## config.mk

```make
export PLATFORM = sky130hd
export DESIGN_NAME = ss_score_reader
export DESIGN_NICKNAME = d
export VERILOG_FILES = /design/src/rtl/ss_pkg.sv /design/src/rtl/ss_digit_dec.sv /design/src/rtl/ss_score_reader.sv
export SDC_FILE = /design/constraint.sdc
export NUM_CORES = 1
export LEC_CHECK = 0
export ABC_CLOCK_PERIOD_IN_PS = 7400
export CAP_MARGIN = 40
export CORE_ASPECT_RATIO = 0.8
export CORE_MARGIN = 5
export CORE_UTILIZATION = 61
export CTS_CLUSTER_DIAMETER = 150
export DETAILED_ROUTE_END_ITERATION = 8
export PLACE_DENSITY = 0.95
export SYNTH_ARGS = -nofsm -noshare
export SYNTH_HDL_FRONTEND = slang
export SYNTH_SLANG_ARGS = --single-unit
```

## constraint.sdc

```tcl
create_clock -name clk -period 7.4 [get_ports clk]
set_input_delay 1.48 -clock clk [delete_from_list [all_inputs] [get_ports clk]]
set_output_delay 1.48 -clock clk [all_outputs]
set_load 0.02 [all_outputs]
```

## src/rtl/ss_pkg.sv

```systemverilog
// Shared types and constants for the score-display readback path.
// Seven-segment encoding: bit0=a .. bit6=g.
package ss_pkg;

    localparam logic [6:0] SEG_0    = 7'h3F;
    localparam logic [6:0] SEG_1    = 7'h06;
    localparam logic [6:0] SEG_2    = 7'h5B;
    localparam logic [6:0] SEG_3    = 7'h4F;
    localparam logic [6:0] SEG_4    = 7'h66;
    localparam logic [6:0] SEG_5    = 7'h6D;
    localparam logic [6:0] SEG_6    = 7'h7D;
    localparam logic [6:0] SEG_7    = 7'h07;
    localparam logic [6:0] SEG_8    = 7'h7F;
    localparam logic [6:0] SEG_9    = 7'h67;
    localparam logic [6:0] SEG_MASK = 7'h7F;

    typedef enum logic [1:0] {
        SETTLE,
        PRESENT,
        WAIT_CHANGE
    } ss_rd_state_t;

    typedef struct packed {
        logic [6:0] tens;
        logic [6:0] ones;
    } ss_pair_t;

endpackage

```

## src/rtl/ss_digit_dec.sv

```systemverilog
// Exact-match seven-segment to BCD digit decoder; any non-digit pattern is illegal.
module ss_digit_dec
    import ss_pkg::*;
(
    input  logic [6:0] seg_i,
    output logic       legal_o,
    output logic [3:0] digit_o
);

    always_comb begin
        legal_o = 1'b1;
        digit_o = '0;
        case (seg_i)
            SEG_0:   digit_o = 4'd0;
            SEG_1:   digit_o = 4'd1;
            SEG_2:   digit_o = 4'd2;
            SEG_3:   digit_o = 4'd3;
            SEG_4:   digit_o = 4'd4;
            SEG_5:   digit_o = 4'd5;
            SEG_6:   digit_o = 4'd6;
            SEG_7:   digit_o = 4'd7;
            SEG_8:   digit_o = 4'd8;
            SEG_9:   digit_o = 4'd9;
            default: legal_o = 1'b0;
        endcase
    end

endmodule

```

## src/rtl/ss_score_reader.sv

```systemverilog
// Reads back the two-digit score display, debounces it and reports the binary score.
// Optional saturating error-handshake counter enabled by defining SS_ERRCNT_EN.
module ss_score_reader
    import ss_pkg::*;
#(
    parameter int unsigned STABLE_CYCLES = 4
)
(
    input  logic       clk,
    input  logic       rst,
    input  logic [7:0] seg_tens,
    input  logic [7:0] seg_ones,
    input  logic       out_ready,
    output logic       out_valid,
    output logic [4:0] out_value,
    output logic       out_err
`ifdef SS_ERRCNT_EN
    ,
    output logic [7:0] err_count
`endif
);

    localparam int unsigned   CW      = $clog2(STABLE_CYCLES + 1);
    localparam logic [CW-1:0] CNT_MAX = CW'(STABLE_CYCLES);

    ss_rd_state_t  state_q;
    ss_pair_t      pair_d;
    ss_pair_t      samp_q;
    ss_pair_t      acc_q;
    logic          acc_vld_q;
    logic [CW-1:0] cnt_q;
    logic [CW-1:0] cnt_inc;
    logic          valid_q;
    logic [4:0]    value_q;
    logic          err_q;

    logic          tens_ok;
    logic          ones_ok;
    logic [3:0]    tens_dig;
    logic [3:0]    ones_dig;
    logic [5:0]    val6;
    logic          bad_d;
    logic [4:0]    value_d;
    logic          unused_bit7;

    assign unused_bit7 = seg_tens[7] ^ seg_ones[7];

    ss_digit_dec u_dec_tens (
        .seg_i   (samp_q.tens),
        .legal_o (tens_ok),
        .digit_o (tens_dig)
    );

    ss_digit_dec u_dec_ones (
        .seg_i   (samp_q.ones),
        .legal_o (ones_ok),
        .digit_o (ones_dig)
    );

    // Tens above 3 always exceeds 31; checking it keeps the 6-bit sum from aliasing.
    always_comb begin
        pair_d.tens = seg_tens[6:0] & SEG_MASK;
        pair_d.ones = seg_ones[6:0] & SEG_MASK;
        cnt_inc     = cnt_q + 1'b1;
        val6        = {2'b00, tens_dig} * 6'd10 + {2'b00, ones_dig};
        bad_d       = !tens_ok || !ones_ok || (tens_dig > 4'd3) || (val6 > 6'd31);
        value_d     = bad_d ? '0 : val6[4:0];
    end

    always_ff @(posedge clk or posedge rst) begin
        if (rst) begin
            state_q   <= SETTLE;
            samp_q    <= '0;
            acc_q     <= '0;
            acc_vld_q <= 1'b0;
            cnt_q     <= '0;
            valid_q   <= 1'b0;
            value_q   <= '0;
            err_q     <= 1'b0;
        end else begin
            samp_q <= pair_d;
            case (state_q)
                SETTLE: begin
                    if (pair_d == samp_q) begin
                        if (cnt_q != CNT_MAX) begin
                            cnt_q <= cnt_inc;
                        end
                        if (cnt_inc == CNT_MAX) begin
                            // A glitch that settles back onto the last accepted pair is not re-reported.
                            if (acc_vld_q && (pair_d == acc_q)) begin
                                cnt_q   <= '0;
                                state_q <= WAIT_CHANGE;
                            end else begin
                                valid_q   <= 1'b1;
                                value_q   <= value_d;
                                err_q     <= bad_d;
                                acc_q     <= samp_q;
                                acc_vld_q <= 1'b1;
                                state_q   <= PRESENT;
                            end
                        end
                    end else begin
                        cnt_q <= '0;
                    end
                end
                PRESENT: begin
                    if (out_ready) begin
                        valid_q <= 1'b0;
                        state_q <= WAIT_CHANGE;
                    end
                end
                WAIT_CHANGE: begin
                    if (pair_d != acc_q) begin
                        cnt_q   <= '0;
                        state_q <= SETTLE;
                    end
                end
                default: begin
                    state_q <= SETTLE;
                end
            endcase
        end
    end

    assign out_valid = valid_q;
    assign out_value = value_q;
    assign out_err   = err_q;

`ifdef SS_ERRCNT_EN
    logic [7:0] err_count_q;

    always_ff @(posedge clk or posedge rst) begin
        if (rst) begin
            err_count_q <= '0;
        end else if (valid_q && out_ready && err_q && (err_count_q != 8'hFF)) begin
            err_count_q <= err_count_q + 8'd1;
        end
    end

    assign err_count = err_count_q;
`endif

endmodule

```

Word-level counts from Yosys, hierarchy flattened
Index checks and enable logic that the tools add are counted.
{"block": "classes", "add_sub_neg": 2, "n_mul": 1, "magnitude_cmp": 2, "eq_ne": 32, "mux": 22, "bitwise": 1, "reduce_logical": 15}
{"cell": "7-bit equality test (second input constant)", "n": 14}
{"cell": "4-bit case mux with 9 select lines", "n": 2}
{"cell": "14-bit equality test", "n": 2}
{"cell": "7-bit by 3-bit equality test with 1-bit output (second input constant)", "n": 4}
{"cell": "10-bit OR reduction", "n": 2}
{"cell": "3-bit 2-to-1 mux", "n": 5}
{"cell": "7-bit by 6-bit equality test with 1-bit output (second input constant)", "n": 2}
{"cell": "14-bit != test", "n": 1}
{"cell": "2-bit 2-to-1 mux", "n": 5}
{"cell": "2-bit != test (second input constant)", "n": 5}
{"cell": "4-bit AND reduction", "n": 2}
{"cell": "6-bit by 4-bit adder with 6-bit output", "n": 1}
{"cell": "6-bit by 5-bit greater-than comparator with 1-bit output (second input constant)", "n": 1}
{"cell": "1-bit 2-to-1 mux", "n": 6}
{"cell": "2-bit case mux with 3 select lines", "n": 1}
{"cell": "3-bit case mux with 2 select lines", "n": 1}
{"cell": "4-bit by 3-bit multiplier with 5-bit output (second input constant)", "n": 1}
{"cell": "5-bit 2-to-1 mux", "n": 1}
{"cell": "5-bit AND reduction", "n": 1}
{"cell": "4-bit by 2-bit greater-than comparator with 1-bit output (second input constant)", "n": 1}
{"cell": "2-bit nonzero test", "n": 2}
{"cell": "3-bit by 1-bit adder with 3-bit output (second input constant)", "n": 1}
{"cell": "3-bit equality test (second input constant)", "n": 1}
{"cell": "1-bit logical OR", "n": 3}
{"cell": "other kinds (9)", "n": 10}
{"block": "word_totals", "reg_bits": 41, "in_bits": 19}

Depth between registers and ports, before layout
Gate-level depths: netlist (run 1).
{"block": "depth", "depth_word": 8, "ltp_mapped": 13, "mapped_depth_nobuf": 12}

Cells and area by module
A second synthesis (run 1) with hierarchy kept.
{"block": "unflattened", "cells_unflattened": 226, "hier_area_um2": 2537.4}
{"mod": "ss_score_reader", "n_inst": 1, "cells_per_inst": 158, "area_per_inst_um2": 2079.5, "seq_area_each_um2": 1026.0}
{"mod": "ss_digit_dec", "n_inst": 2, "cells_per_inst": 34, "area_per_inst_um2": 229.0, "seq_area_each_um2": 0.0}

Least setup slack after synthesis (run 1)
No wires, ideal clock.
{"block": "synth_path", "kind": "input -> register", "startpoint": "input seg_ones[5]", "endpoint": "register acc_q[10] in the netlist's numbering", "arrival_time_ps": 3027, "required_ps": 7275, "setup_slack_ps": 4248, "stages": 6, "path_buffers": 1, "cell_sequence": "xor2_4 > nor4_4 > nand4_2 > a211oi_4 > buf_8 > mux2_4"}
{"block": "synth_via", "elab_chain_cells": 4, "elab_cells_between_ends": 5, "classes_between": "eq/ne: 2; bitwise: 1; reduce/logical: 2"}
{"element": "start: declaration", "line_no": "ss_score_reader.sv:12", "source": "input logic [7:0] seg_ones,"}
{"element": "14-bit equality test", "line_no": "ss_score_reader.sv:90", "source": "if (acc_vld_q && (pair_d == acc_q)) begin"}
{"element": "1-bit logical AND", "line_no": "ss_score_reader.sv:90"}
{"element": "1-bit inverter (no line)"}
{"element": "4-bit AND reduction (no line) (*)"}
{"element": "end signal: assignment", "line_no": "ss_score_reader.sv:97", "source": "acc_q <= samp_q;"}
{"element": "end: declaration", "line_no": "ss_score_reader.sv:29", "source": "ss_pair_t acc_q;"}
Mark *: on every way between the ends. The rest lies on a longest branch, timed or not.
A chain may end at the register's enable or synchronous reset.

Final worst setup path (run 1)
{"block": "layout_path", "startpoint": "input seg_ones[5]", "endpoint": "register acc_q[4] in the netlist's numbering"}
The elaborated chain is that of the path after synthesis.

==> summary.md, run 1 <==
| Metric | Value |
|---|---|
| CTS HTree Levels | `2` |
| Initial Util | `0.618` |
| Critical Path Max Stage Delay | `550 ps` |
| Synthesized netlist cell count | `237` |
| Netlist cell types | `46` |
| Pre-CTS setup slack | `3420 ps` |
| DP Wirelength | `3.60 mm` |
| Worst min path class | `reg2reg` |
| GP Congestion | `0.815` |
| Cell Rows | `21` |
| TritonCTS clock tree | `yes` |
| # diodes | `0` |
| Vias per cell | `5.71` |
| Nets | `283` |
| Initial DRT Pass Iterations | `4` |
| Crit start category | `primary input` |
| Number of global-route vias before repair | `1753` |
| Post-synth EDFFs | `0` |
| Mapped Nets | `266` |
| WP data arrival | `3840 ps` |
| Worst Hold Path Cells | `1` |
| DRT Wirelength | `4.93 mm` |
| Worst Setup SP | `seg_ones[5]` |
| Max-slew headroom at the worst pin | `0.419` |
| Die W | `82.3 um` |
| Met2 usage | `0.330` |
| Max-slew violations | `0` |
| Least-Margin Pin Slew | `859 ps` |
| Largest net degree at the start of global routing | `42` |
| Initial DRC count | `121` |
| Worst-path cell chain | `clkdlybuf4s50_1 > xor2_4 > nor4_4 > nand4_2 > a211oi_4 > buf_4 > mux2_2` |
| Via Count | `1783` |
| Mapped cell area | `2550 um2` |
| CP max stage cell | `clkdlybuf4s50_1` |
| Placed cells | `304` |
| RSZ-0062 raised after global routing | `no` |
| Final worst slack | `3750 ps` |
| Final std cells w/o fill | `312` |
| Resized Gates After CTS | `0` |
| Die height | `67.8 um` |
| Worst Path Max Fanout | `25` |
| Share of cells above drive strength 1 | `0.133` |
| Antenna Violating Nets Remaining | `0` |
| F_max | `274 MHz` |
| I/O Pins | `26` |
| Static leakage | `1.27 nW` |
| Initial antenna violation count | `0` |
| Die ar. | `5580 um2` |
| Core area | `4130 um2` |
| Sequential area share after synthesis | `0.402` |
| Worst Skew | `9.92 ps` |
| Worst EP required | `7580 ps` |
| I/O Buffers | `23` |
| Final setup vio count | `0` |
| TNS Setup | `0 ps` |
| Hold path startpoint | `out_valid` |
| Synth Register Bits | `41` |
| Root Driver | `clkbuf_8` |
| Mean Syn Cell Area | `10.8 um2` |
| CP Capture Type | `flip-flop` |
| Synth Flop Type | `dfrtp_1` |
| Met3 global-route usage | `0.0421` |
| Setup Buffers After CTS | `0` |
| Async set-reset flop share out of synthesis | `1.00` |
| Period minus WS final | `3650 ps` |
| Clock transition at the registers of the reported paths | `80 ps` |
| Clk_lat worst skew | `300 ps` |
| WL/cell | `15.8 um` |
| Max-capacitance violation count | `0` |
| Num CTS Buffers | `5` |
| Longest Clk Path Bufs | `2` |
| Final core utilization | `0.689` |
| Grt peak-use layer | `met2` |
| Design area | `2840 um2` |
| DRC viols | `0` |
| # clock sinks | `41` |
| Area Growth Syn to Fin | `11.4%` |
| Final period util | `0.494` |
| YS warnings | `0` |
| Final Hold Fails | `0` |
| Global routing usage on met1 | `0.258` |
| P per Cell Area | `166 nW/um2` |
| DP Area | `2730 um2` |
| Setup CP Type | `in2reg` |
| Grt ovf | `0` |
| Crit Reg-Reg Startpoint | `samp_q[10]` |
| First-pass GRT wire length | `8.24 mm` |
| Peak supply drop | `152 uV` |
| Status | `complete, no violations` |
| Hold buffers post-CTS | `0` |
| R2R depth | `12` |
| GRT Overall Usage | `0.199` |
## cells in the final DEF, fill, tap and decap left out, types with 2 or more instances in the layout
master           count
xnor2_1             22
and3_1               2
a31oi_1              5
nor2_1               9
clkdlybuf4s50_1     23
nand2_1             21
mux2_2               7
ha_1                 9
buf_4                2
mux2_4               8
o22ai_1              6
nand4_1              7
a21oi_1              7
nor3b_1              3
nor3_1               5
nand2b_1             2
o21ai_0              7
dfrtp_1             41
nor4_2               3
nand3b_1             4
inv_1               11
clkbuf_8             6
nand3_1              6
xor2_1              14
a21o_1               4
## state kept, by name (all words and copies together) (netlist names)
signal	cells
acc_q	14
samp_q	14
out_value	5
cnt_q	3
state_q	2
acc_vld_q	1
out_err	1
out_valid	1
## metal layers
layer | routed length (um) | vias to the layer above | share of wire
met4 | 81 | 0 | 0.016
li1 | - | 859 | -
met1 | 2190 | 865 | 0.44
met5 | 0 | - | 0
met3 | 287 | 11 | 0.058
met2 | 2380 | 48 | 0.48
## cells in the mapped netlist, types with 2 or more instances
cell type  instances  area share
mux2_4             8       0.047
buf_2              3      0.0059
ha_1               9       0.044
a21o_1             4       0.012
nor4_2             3       0.015
o22ai_1            6       0.015
and3_1             2      0.0049
xor2_1            14       0.048
nor3_1             5      0.0098
o21ai_0            7       0.014
clkbuf_8           4       0.022
clkbuf_1           3      0.0044
xnor2_1           22       0.076
nand2_1           21       0.031
a21oi_1            7       0.014
nand3b_1           4       0.012
nor3b_1            3      0.0088
nand4_1            7       0.017
a31oi_1            5       0.012
inv_1             11       0.016
nor2_1             9       0.013
mux2_2             7       0.031
buf_6              4       0.018
dfrtp_1           41        0.40
nand3_1            6       0.012
nand2b_1           2      0.0049
## kinds of logic after synthesis
| family | count (synthesis) | synth area share |
|---|---|---|
| xor gates and xnor gates | 37 | 0.134 |
| AOI/OAI and AO/OA | 37 | 0.0991 |
| DFF | 41 | 0.402 |
| and+or+nand+nor | 70 | 0.158 |
| adders and majority gates | 10 | 0.0520 |
| buffers and inverters | 26 | 0.0716 |
| muxes | 16 | 0.0819 |
## critical path: cells and delay by family
family,cells,cell delay (ps)
buffers and inverters,2,930
AND/OR/NAND/NOR,2,490
multiplexers,1,390
AO/OA/AOI/OAI,1,280
XOR/XNOR,1,240
## metrics by stage
| step | total power, mW | hold WS (ps) |
|---|---|---|
| after detailed placement | 0.288 | 474 |
| final | 0.472 | 491 |
| after CTS | 0.474 | 491 |
| after global placement | 0.286 | 465 |
| after global routing | 0.487 | 509 |
| after floorplan | 0.273 | 502 |
## report_power, final
| group | leakage [nW] | internal (mW) | switching, mW |
|---|---|---|---|
| sequential | 0.514 | 0.228 | 0.0111 |
| clock | 0.0585 | 0.110 | 0.0777 |
| combinational | 0.697 | 0.0223 | 0.0229 |
## area by class of cell
class	instances	area, um2
Multi-Input combinational cell	170	1340
Clock buffer	7	86.3
Timing Repair Buffer	25	245
Sequential cell	41	1030
Clock inverter	1	30.0
Tap cell	57	71.3
Inverter	11	41.3
Fill cell	327	1280
## final timing paths
path	endpoint	slack [ps]
hold reg to reg	out_valid	490
hold / removal	out_valid	490
max in group asynchronous	out_value[2]	5420
min in group asynchronous	state_q[0]	1600
setup / recovery	acc_q[4]	3750
setup reg to reg	out_err	4430
Power figures use the tool's default switching activity.
==> run 2, diff against run 1 <==
ABC_CLOCK_PERIOD_IN_PS = 3700   (was 7400)
CORE_UTILIZATION = 57   (was 61)
PLACE_DENSITY = 0.9   (was 0.95)
clock period = 3.7 ns   (was 7.4 ns; I/O delays follow)
==> summary.md, run 2 (synthesis results as in run 1) <==
| Metric | Value |
|---|---|
| Multi-input gate area | `1340 um2` |
| Initial Util | `0.599` |
| Initial DRT Pass Iterations | `4` |
| Initial antenna violation count | `0` |
| Worst Path Max Fanout | `9` |
| Clk_lat worst skew | `300 ps` |
| Die height | `69.8 um` |
| Number of global-route vias before repair | `1776` |
| GRT Overall Usage | `0.176` |
| Static leakage | `1.26 nW` |
| Max-capacitance violation count | `0` |
| Largest net degree at the start of global routing | `42` |
| Root Driver | `clkbuf_8` |
| Initial DRC count | `106` |
| Status | `complete, no violations` |
| Crit start category | `flip-flop` |
| Worst EP required | `3890 ps` |
| R2R depth | `11` |
| Clock transition at the registers of the reported paths | `80 ps` |
| # diodes | `0` |
| Period minus WS final | `3030 ps` |
| DP Wirelength | `3.49 mm` |
| Via Count | `1754` |
| Antenna Violating Nets Remaining | `0` |
| Nets | `284` |
| WL/cell | `15.2 um` |
| Final setup vio count | `0` |
| Vias per cell | `5.60` |
| Cell Rows | `21` |
| WP data arrival | `3220 ps` |
| I/O Buffers | `23` |
| Resized Gates After CTS | `0` |
| Die ar. | `5920 um2` |
| Least-Margin Pin Slew | `871 ps` |
| Max-slew violations | `0` |
| DRT Wirelength | `4.77 mm` |
| Area Growth Syn to Fin | `10.3%` |
| CP Capture Type | `flip-flop` |
| Commonest non-fill, non-tap cell in the layout | `dfrtp_1` |
| TritonCTS clock tree | `yes` |
| # clock sinks | `41` |
| Final period util | `0.819` |
| First-pass GRT wire length | `8.31 mm` |
| Total power | `0.854 mW` |
| Setup CP Type | `reg2reg` |
| Share of cells above drive strength 1 | `0.129` |
| P per Cell Area | `304 nW/um2` |
| FILL cells | `335` |
| Final Hold Fails | `0` |
| CTS HTree Levels | `2` |
| Die W | `84.8 um` |
| F_max | `330 MHz` |
| Peak supply drop | `208 uV` |
| Max-slew headroom at the worst pin | `0.410` |
| Worst Hold Path Cells | `1` |
| Worst min path class | `reg2reg` |
| Grt ovf | `0` |
| FF+latch area | `1030 um2` |
| Most frequent cells in the layout | `dfrtp_1, clkdlybuf4s50_1, xnor2_1, nand2_1, xor2_1` |
| Num CTS Buffers | `5` |
| Setup Buffers After CTS | `0` |
| RSZ-0062 raised after global routing | `no` |
| GP Congestion | `0.904` |
| TNS Setup | `0 ps` |
| DRC viols | `0` |
| Core area | `4260 um2` |
| I/O Pins | `26` |
| Worst Skew | `9.35 ps` |
| Hold buffers post-CTS | `0` |
| Longest Clk Path Bufs | `2` |
| FF-to-FF setup slack | `670 ps` |
## run 2: area by class of cell
type                            count  share of cell area
Sequential cell                    41               0.365
Tap cell                           57              0.0254
Timing Repair Buffer               26              0.0899
Inverter                           11              0.0147
Clock buffer                        8              0.0285
Multi-Input combinational cell    170               0.477
## run 2: metrics by stage
| step | hold slack [ps] | utilization | std cells | setup WS, ps | cell area (um2) |
|---|---|---|---|---|---|
| finish | 480 | 0.661 | 313 | 671 | 2810 |
| global route | 508 | 0.661 | 313 | 463 | 2810 |
| CTS | 486 | 0.661 | 313 | 706 | 2810 |
| detailed placement | 471 | 0.642 | 305 | 578 | 2730 |
| global placement | 466 | 0.642 | 305 | 687 | 2730 |
| floorplan | 502 | - | 237 | 1030 | 2550 |
## run 2: power breakdown
| part | switching (mW) | internal (mW) |
|---|---|---|
| combinational | 0.0455 | 0.0446 |
| sequential | 0.0222 | 0.455 |
| clock | 0.152 | 0.134 |
## run 2: worst paths after layout
path | startpoint | to
min in group asynchronous | rst | cnt_q[1]
hold / removal | out_valid | out_valid
setup / recovery | samp_q[12] | out_err
setup reg to reg | samp_q[12] | out_err
hold reg to reg | out_valid | out_valid
max in group asynchronous | rst | cnt_q[2]
## run 2: per-layer routing
layer,share of wire,routed length (um),global-route usage,vias up
li1,-,-,-,856
met1,0.48,2310,0.243,848
met2,0.44,2120,0.252,39
met3,0.050,240,0.0665,11
met4,0.020,97,0.0598,0
met5,0,0,0,-
## run 2: critical path, stage by stage, from the launching register on
cell and delay [ps]:
dfrtp_1 490, or2b_1 300, nor3_1 230, nand4_1 150, o21ai_0 110, ha_1 270
ha_1 330, a21oi_1 180, nor2b_1 70, xnor2_1 160, o311ai_1 280, mux2_2 350
==> run 3, diff against run 2 <==
ABC_CLOCK_PERIOD_IN_PS = 3200   (was 3700)
clock period = 3.2 ns   (was 3.7 ns; I/O delays follow)
==> summary.md, run 3 (synthesis results as in run 1) <==
| Metric | Value |
|---|---|
| Most frequent cells in the layout | `dfrtp_1, clkdlybuf4s50_1, xnor2_1, nand2_1, xor2_1` |
| Crit Reg-Reg Startpoint | `samp_q[12]` |
| Max-slew headroom at the worst pin | `0.636` |
| I/O Pins | `26` |
| Worst Path Max Fanout | `9` |
| Clock transition at the registers of the reported paths | `80 ps` |
| Antenna Violating Nets Remaining | `0` |
| Static leakage | `1.29 nW` |
| Via Count | `1812` |
| RSZ-0062 raised after global routing | `no` |
| Final period util | `0.893` |
| Initial antenna violation count | `0` |
| Root Driver | `clkbuf_8` |
| Die ar. | `5920 um2` |
| Worst Skew | `4.41 ps` |
| Max-capacitance violation count | `0` |
| Peak supply drop | `280 uV` |
| Resized Gates After CTS | `0` |
| TritonCTS clock tree | `yes` |
| Vias per cell | `5.75` |
| Worst-case hold slack | `481 ps` |
| Crit path buffers/inverters | `0` |
| Worst Hold Path Cells | `1` |
| Initial DRT Pass Iterations | `4` |
| Setup Buffers After CTS | `0` |
| CP Capture Type | `flip-flop` |
| Worst EP required | `3390 ps` |
| Area Growth Syn to Fin | `12.8%` |
| DP Wirelength | `3.53 mm` |
| Nets | `286` |
| Levels on crit path | `11` |
| Largest delay contributor family on the critical path | `simple AND/OR/NAND/NOR gates` |
| DRC viols | `0` |
| Critical Path Max Stage Delay | `500 ps` |
| End of the critical path | `out_err` |
| Number of global-route vias before repair | `1805` |
| Grt ovf | `0` |
| Final Hold Fails | `0` |
| WL/cell | `15.4 um` |
| Max-slew violations | `0` |
| Largest net degree at the start of global routing | `42` |
| Setup CP Type | `reg2reg` |
| Longest Clk Path Bufs | `2` |
| RR Endpoint | `out_err` |
| Initial DRC count | `137` |
| F_max | `350 MHz` |
| I/O Buffers | `23` |
| # diodes | `0` |
| TNS Setup | `0 ps` |
| FF-to-FF setup slack | `340 ps` |
| Least-Margin Pin Slew | `541 ps` |
| P per Cell Area | `379 nW/um2` |
| Total power | `1.09 mW` |
| Final std cells w/o fill | `315` |
| Crit start category | `flip-flop` |
| Initial Util | `0.599` |
| Die height | `69.8 um` |
| WP data arrival | `3040 ps` |
| Commonest non-fill, non-tap cell in the layout | `dfrtp_1` |
| Worst Setup SP | `samp_q[12]` |
| Worst-path cell chain | `or2b_1 > nor3_1 > a31oi_1 > nor2_1 > ha_1 > ha_1 > a21oi_1 > nor2b_1 > xnor2_1 > o311ai_1 > mux2_2` |
| Placed cells | `307` |
| Cell Rows | `21` |
| R2R depth | `11` |
| Die W | `84.8 um` |
| Final setup vio count | `0` |
| Core area | `4260 um2` |
| Period minus WS final | `2860 ps` |
| Clk_lat worst skew | `290 ps` |
| GRT Overall Usage | `0.177` |
| DRT Wirelength | `4.87 mm` |
| GP Congestion | `0.890` |
| CTS HTree Levels | `2` |
| # clock sinks | `41` |
| CP max stage cell | `dfrtp_1` |
| First-pass GRT wire length | `8.38 mm` |
| Status | `complete, no violations` |
| Hold buffers post-CTS | `0` |
| Share of cells above drive strength 1 | `0.143` |
| Num CTS Buffers | `5` |
| Worst min path class | `reg2reg` |
| Most used cell, CP | `ha_1` |
-- run 3: cell count changes in the layout (fill, tap and decap cells not counted) --
cell	previous run	this run
buf_12	0	1
buf_4	3	4
bufinv_16	0	1
clkbuf_1	3	1
clkbuf_8	5	6
-- run 3: power by group --
part | leakage, nW | internal (mW) | switching [mW]
Sequential | 0.514 | 0.526 | 0.0230
Combinational | 0.714 | 0.0532 | 0.0559
Clock | 0.0585 | 0.254 | 0.177
Total | 1.29 | 0.834 | 0.255
-- run 3: stage by stage --
step / utilization / instance area [um2] / setup slack, ps
after CTS: 0.676 / 2880 / 350
final: 0.676 / 2880 / 343
after global placement: 0.648 / 2760 / 269
after global routing: 0.676 / 2880 / 156
after floorplan: - / 2550 / 535
after detailed placement: 0.648 / 2760 / 217
-- run 3: how the worst min path moves through the flow --
stage / startpoint / to
finish: out_valid / out_valid
global route: out_valid / out_valid
CTS: out_valid / out_valid
detailed placement: out_valid / out_valid
global placement: out_valid / out_valid
floorplan: acc_q[0] / acc_q[0]
-- run 3: metal layers --
metal / global-route usage / up-vias / routed length (um)
met1: 0.242 / 887 / 2300
met5: 0 / - / 0
li1: - / 868 / -
met4: 0.0492 / 0 / 68
met2: 0.256 / 49 / 2190
met3: 0.0736 / 8 / 306
-- run 3: layout make-up --
cell class,count,area (um2)
clock inverters,1,30.0
flip-flops and latches,41,1030
multi-input cells,170,1340
clock buffers,7,86.3
inverters,11,41.3
well taps,57,71.3
repair buffers,28,280
fillers,341,1380
